$ cat config.mk
export PLATFORM = sky130hd
export DESIGN_NAME = niosii_system_data_format_upsizer
export DESIGN_NICKNAME = d
export VERILOG_FILES = /design/src/rtl/niosii_system_data_format_upsizer.sv
export SDC_FILE = /design/constraint.sdc
export NUM_CORES = 1
export LEC_CHECK = 0
export BUFFER_PORTS_ARGS = -buffer_cell sky130_fd_sc_hd__buf_2
export CORE_UTILIZATION = 48
export CTS_CLUSTER_SIZE = 30
export DETAILED_ROUTE_END_ITERATION = 8
export GPL_TIMING_DRIVEN = 0
export PLACE_DENSITY = 0.74
export REMOVE_ABC_BUFFERS = 1
export SLEW_MARGIN = 10
export SYNTH_ARGS = -nofsm -noshare
export SYNTH_HDL_FRONTEND = slang
export SYNTH_SLANG_ARGS = --single-unit
$ cat constraint.sdc
create_clock -name clk -period 2.25 [get_ports clk]
set_clock_uncertainty 0.1 [all_clocks]
set_input_delay 0.45 -clock clk [delete_from_list [all_inputs] [get_ports clk]]
set_output_delay 0.45 -clock clk [all_outputs]
set_load 0.05 [all_outputs]
$ cat src/rtl/niosii_system_data_format_upsizer.sv
// Avalon-ST upsizer: 1 symbol/beat in, 2 symbols/beat out, with independent per-channel pairing state.
// Optional DATA_FORMAT_UPSIZER_SOP_CHECK_EN adds a sticky out_error for SOP arriving mid-pair.
module niosii_system_data_format_upsizer #(
   parameter int unsigned SYMBOL_WIDTH  = 8,
   parameter int unsigned CHANNEL_WIDTH = 1,
   parameter int unsigned NUM_CHANNELS  = 2
) (
   input  logic                        clk,
   input  logic                        reset,
   input  logic [SYMBOL_WIDTH-1:0]     in_data,
   input  logic                        in_valid,
   output logic                        in_ready,
   input  logic [CHANNEL_WIDTH-1:0]    in_channel,
   input  logic                        in_startofpacket,
   input  logic                        in_endofpacket,
   output logic [2*SYMBOL_WIDTH-1:0]   out_data,
   output logic                        out_valid,
   input  logic                        out_ready,
   output logic [CHANNEL_WIDTH-1:0]    out_channel,
   output logic                        out_startofpacket,
   output logic                        out_endofpacket,
   output logic                        out_empty
`ifdef DATA_FORMAT_UPSIZER_SOP_CHECK_EN
   ,
   output logic                        out_error
`endif
);

   localparam int unsigned SW    = SYMBOL_WIDTH;
   localparam int unsigned CW    = CHANNEL_WIDTH;
   localparam int unsigned DEPTH = 1 << CHANNEL_WIDTH;

   typedef enum logic {ST_CLEAR, ST_RUN} state_t;

   state_t        state_q, state_d;
   logic [CW-1:0] clr_idx_q, clr_idx_d;

   logic          phase_q [DEPTH];
   logic [SW-1:0] held_q  [DEPTH];
   logic          sop_q   [DEPTH];

   logic          rd_phase_c, rd_sop_c, eff_phase_c;
   logic [SW-1:0] rd_held_c;
   logic          beat_c, sop_err_c;
   logic          wr_phase_c, wr_sop_c;
   logic [SW-1:0] wr_held_c;
   logic          emit_c, emit_sop_c, emit_eop_c, emit_empty_c;
   logic [2*SW-1:0] emit_data_c;

   // State register for the post-reset clear walk
   always_ff @(posedge clk) begin
      if (reset) begin
         state_q   <= ST_CLEAR;
         clr_idx_q <= CW'(NUM_CHANNELS - 1);
      end else begin
         state_q   <= state_d;
         clr_idx_q <= clr_idx_d;
      end
   end

   always_comb begin
      state_d   = state_q;
      clr_idx_d = clr_idx_q;
      case (state_q)
         ST_CLEAR: begin
            if (clr_idx_q == '0) state_d = ST_RUN;
            else                 clr_idx_d = clr_idx_q - CW'(1);
         end
         ST_RUN:  state_d = ST_RUN;
         default: state_d = ST_CLEAR;
      endcase
   end

   assign in_ready   = !reset && (state_q == ST_RUN) && (!out_valid || out_ready);
   assign beat_c     = in_valid && in_ready && (32'(in_channel) < NUM_CHANNELS);
   assign rd_phase_c = phase_q[in_channel];
   assign rd_held_c  = held_q[in_channel];
   assign rd_sop_c   = sop_q[in_channel];

`ifdef DATA_FORMAT_UPSIZER_SOP_CHECK_EN
   // A new SOP abandons the half-built pair and restarts the channel at phase 0
   assign sop_err_c   = beat_c && rd_phase_c && in_startofpacket;
   assign eff_phase_c = rd_phase_c && !in_startofpacket;
`else
   assign sop_err_c   = 1'b0;
   assign eff_phase_c = rd_phase_c;
`endif

   // Pairing decision for the accepted beat
   always_comb begin
      wr_phase_c   = 1'b0;
      wr_held_c    = rd_held_c;
      wr_sop_c     = rd_sop_c;
      emit_c       = 1'b0;
      emit_data_c  = '0;
      emit_sop_c   = 1'b0;
      emit_eop_c   = 1'b0;
      emit_empty_c = 1'b0;
      if (beat_c) begin
         if (eff_phase_c) begin
            emit_c      = 1'b1;
            emit_data_c = {rd_held_c, in_data};
            emit_sop_c  = rd_sop_c;
            emit_eop_c  = in_endofpacket;
         end else if (in_endofpacket) begin
            emit_c       = 1'b1;
            emit_data_c  = {in_data, SW'(0)};
            emit_sop_c   = in_startofpacket;
            emit_eop_c   = 1'b1;
            emit_empty_c = 1'b1;
         end else begin
            wr_phase_c = 1'b1;
            wr_held_c  = in_data;
            wr_sop_c   = in_startofpacket;
         end
      end
   end

   // Per-channel store: cleared by the walk, otherwise written by accepted beats
   always_ff @(posedge clk) begin
      if (!reset) begin
         if (state_q == ST_CLEAR) begin
            phase_q[clr_idx_q] <= 1'b0;
            held_q[clr_idx_q]  <= '0;
            sop_q[clr_idx_q]   <= 1'b0;
         end else if (beat_c) begin
            phase_q[in_channel] <= wr_phase_c;
            held_q[in_channel]  <= wr_held_c;
            sop_q[in_channel]   <= wr_sop_c;
         end
      end
   end

   always_ff @(posedge clk) begin
      if (reset) begin
         out_valid         <= 1'b0;
         out_data          <= '0;
         out_channel       <= '0;
         out_startofpacket <= 1'b0;
         out_endofpacket   <= 1'b0;
         out_empty         <= 1'b0;
      end else begin
         if (out_valid && out_ready) out_valid <= 1'b0;
         if (emit_c) begin
            out_valid         <= 1'b1;
            out_data          <= emit_data_c;
            out_channel       <= in_channel;
            out_startofpacket <= emit_sop_c;
            out_endofpacket   <= emit_eop_c;
            out_empty         <= emit_empty_c;
         end
      end
   end

`ifdef DATA_FORMAT_UPSIZER_SOP_CHECK_EN
   always_ff @(posedge clk) begin
      if (reset)          out_error <= 1'b0;
      else if (sop_err_c) out_error <= 1'b1;
   end
`else
   logic unused_c;
   assign unused_c = sop_err_c;
`endif

endmodule

==> metrics.txt <==
status=finished clean; multi-input logic area=729 µm²; area leader, netlist=edfxtp_1; global route overflow=0; Layout area overhead=18.3%; register share of total power=55.7%; Rows=22; antenna violations before repair=0; most common cell after layout, fill and taps aside=buf_2; Cell Pwr Density=727 nW/µm²; Worst Hold Path Cells=3; HPWL Detailed=2570 µm; H-tree levels=2; GRT Util Overall=21.8%; WP data arrival=1.96 ns; Max-cap violations=0; final hold viol count=0; Hold Path Class=input port to register; crit start category=register; Initial Utilization=49.7%; Core ar.=3660 µm²; Max Freq=0.470 GHz; violation count after the first detailed-route iteration=124; DIE HEIGHT=63.6 µm; Die Wd=63.6 µm; diodes inserted=0; Hold Slack=0.323 ns; drt wl/cell=16.6 µm; RD Place Congestion=0.822; Post-Synthesis Cells=157; die area=4040 µm²; commonest cells after routing, fill and taps aside=buf_2 (36), nor2_1 (29), dfxtp_1 (23); DRC=0; Final Cell Area=2150 µm²; minimum clock period=2.13 ns; CTS buffer count=5; Clock power frac=31.7%; number of global-route vias before repair=1401; Clock Sinks=43; WS Path Type=register to register; layout cells sized above 1=27.6%; DP Worst Slack=-0.325 ns; critical path peak fanout=12; CTS tree=yes; IO Count=37; Final Setup Violations=0; Netlist Area Pre-Place=1820 µm²; # fillers=289; root buffer cell=clkbuf_8; CP max-delay cell=o32ai_4; placed inst area=2020 µm²; Via-to-Cell Ratio=6.03; register area=1060 µm²; worst skew pair latency=0.29 ns; fin. max-slew vios=0; P_int=1160 µW; Ys Warns=0; Clock Pin Slew Worst Setup and Hold Paths=0.08 ns; largest net degree at the start of global routing=28; Top FF cell, synth=dfxtp_1; Slew headroom=50.8%; Synth area leaders=edfxtp_1 (33%), dfxtp_1 (25%), a211oi_1 (7.4%), nor2_1 (6.2%), a222oi_1 (5.0%); final-stage net count=206; R2R depth=3; TNS Setup=0 ns; setup ws final=0.123 ns; share of the synthesized area in the top cell type=33.0%; Switch Pwr=406 µW; Worst Path Required=2.08 ns; first-pass GRT wire length=6520 µm; Post-synth EDFFs=20; post-route ant nets=0; ys async rst share=0%; Sw Ratio=25.9%; Synth Area per Inst=11.6 µm²; buffers added on ports=36; #FFs+latches synth=43; CP cell instances=nor2b_1 > nand3_1 > o32ai_4; CP endpoint kind=register; Power, Total=1560 µW; CP peak stage delay=0.51 ns; distinct cell type count of the synthesized netlist=31; Peak VDD IR=0.380 mV; sequential element share of the synthesized area=58.3%; Vias=1446; Initial DRT Pass Iterations=5; leakage power=0.000823 µW; worst slew pin tran=0.737 ns; Comb power frac=12.6%; final worst-path cycle share=94.5%; Total Wirelength=3980 µm; CTS Buffer Depth=2
==> registers in the layout, summed over array words and instances (netlist names) <==
register	cells
state_q	1
sop_q	2
out_empty	1
clr_idx_q	1
out_valid	1
phase_q	2
out_endofpacket	1
held_q	16
out_channel	1
out_startofpacket	1
out_data	16
==> synthesized netlist by cell type (all sizes together) (3+ instances only) <==
library cell	n
nand2	4
mux2i	10
edfxtp	20
nor2b	3
buf	6
a211oi	18
a22oi	8
dfxtp	23
nor2	30
a21oi	5
inv	3
clkbuf	4
a222oi	9
==> kinds of logic after synthesis <==
group / after synthesis / share of synthesized area, %
buffers and inverters: 13 / 3.37
AOI/OAI and AO/OA: 46 / 21.3
and+or+nand+nor: 44 / 10.7
muxes: 11 / 6.33
DFF: 43 / 58.3
==> path summary, 6_finish.rpt <==
kind	startpoint	to	slack, ns
hold reg to reg	out_channel	out_channel	0.37
hold / removal	in_data[0]	out_data[0]	0.32
setup / recovery	state_q	held_q[0][7]	0.12
setup reg to reg	state_q	held_q[0][7]	0.12
==> cell type report <==
class / count / share of cell area (%)
Sequential cell: 43 / 49.3
Multi-Input combinational cell: 101 / 33.9
Timing Repair Buffer: 37 / 9.30
Clock buffer: 7 / 4.01
Tap cell: 48 / 2.79
Inverter: 3 / 0.523
Clock inverter: 1 / 0.174
==> power groups by stage <==
stage               Combinational, µW  Clock (µW)  Sequential (µW)
finish                            197         496              872
global route                      212         547              875
CTS                               192         504              872
detailed placement                189           0              889
global placement                  182           0              886
floorplan                        87.1           0              920
==> worst max-delay path: cells and delay by family, from the launching register on <==
family	cells	cell delay (ns)
and+or+nand+nor	2	0.69
AOI/OAI and AO/OA	1	0.51
DFF	1	0.47
==> stage by stage <==
| stage | util (%) | cells |
|---|---|---|
| final | 58.8 | 240 |
| after global routing | 58.8 | 240 |
| after CTS | 57.9 | 239 |
| after detailed placement | 55.1 | 231 |
| after global placement | 54.9 | 231 |
| after floorplan | - | 147 |
==> layer usage <==
layer  track usage [%]  wire length [µm]
met1              26.3              1670
met2              35.8              1990
met3              4.89               257
met4              11.6                58
met5                 0                 0
==> what timing repair did <==
item	CTS	global route
resized for setup	1	3
pin swaps	1	2
setup buffers	0	1
setup endpoints to repair	12	40
hold buffers	0	0
(Power assumes the default switching activity.)
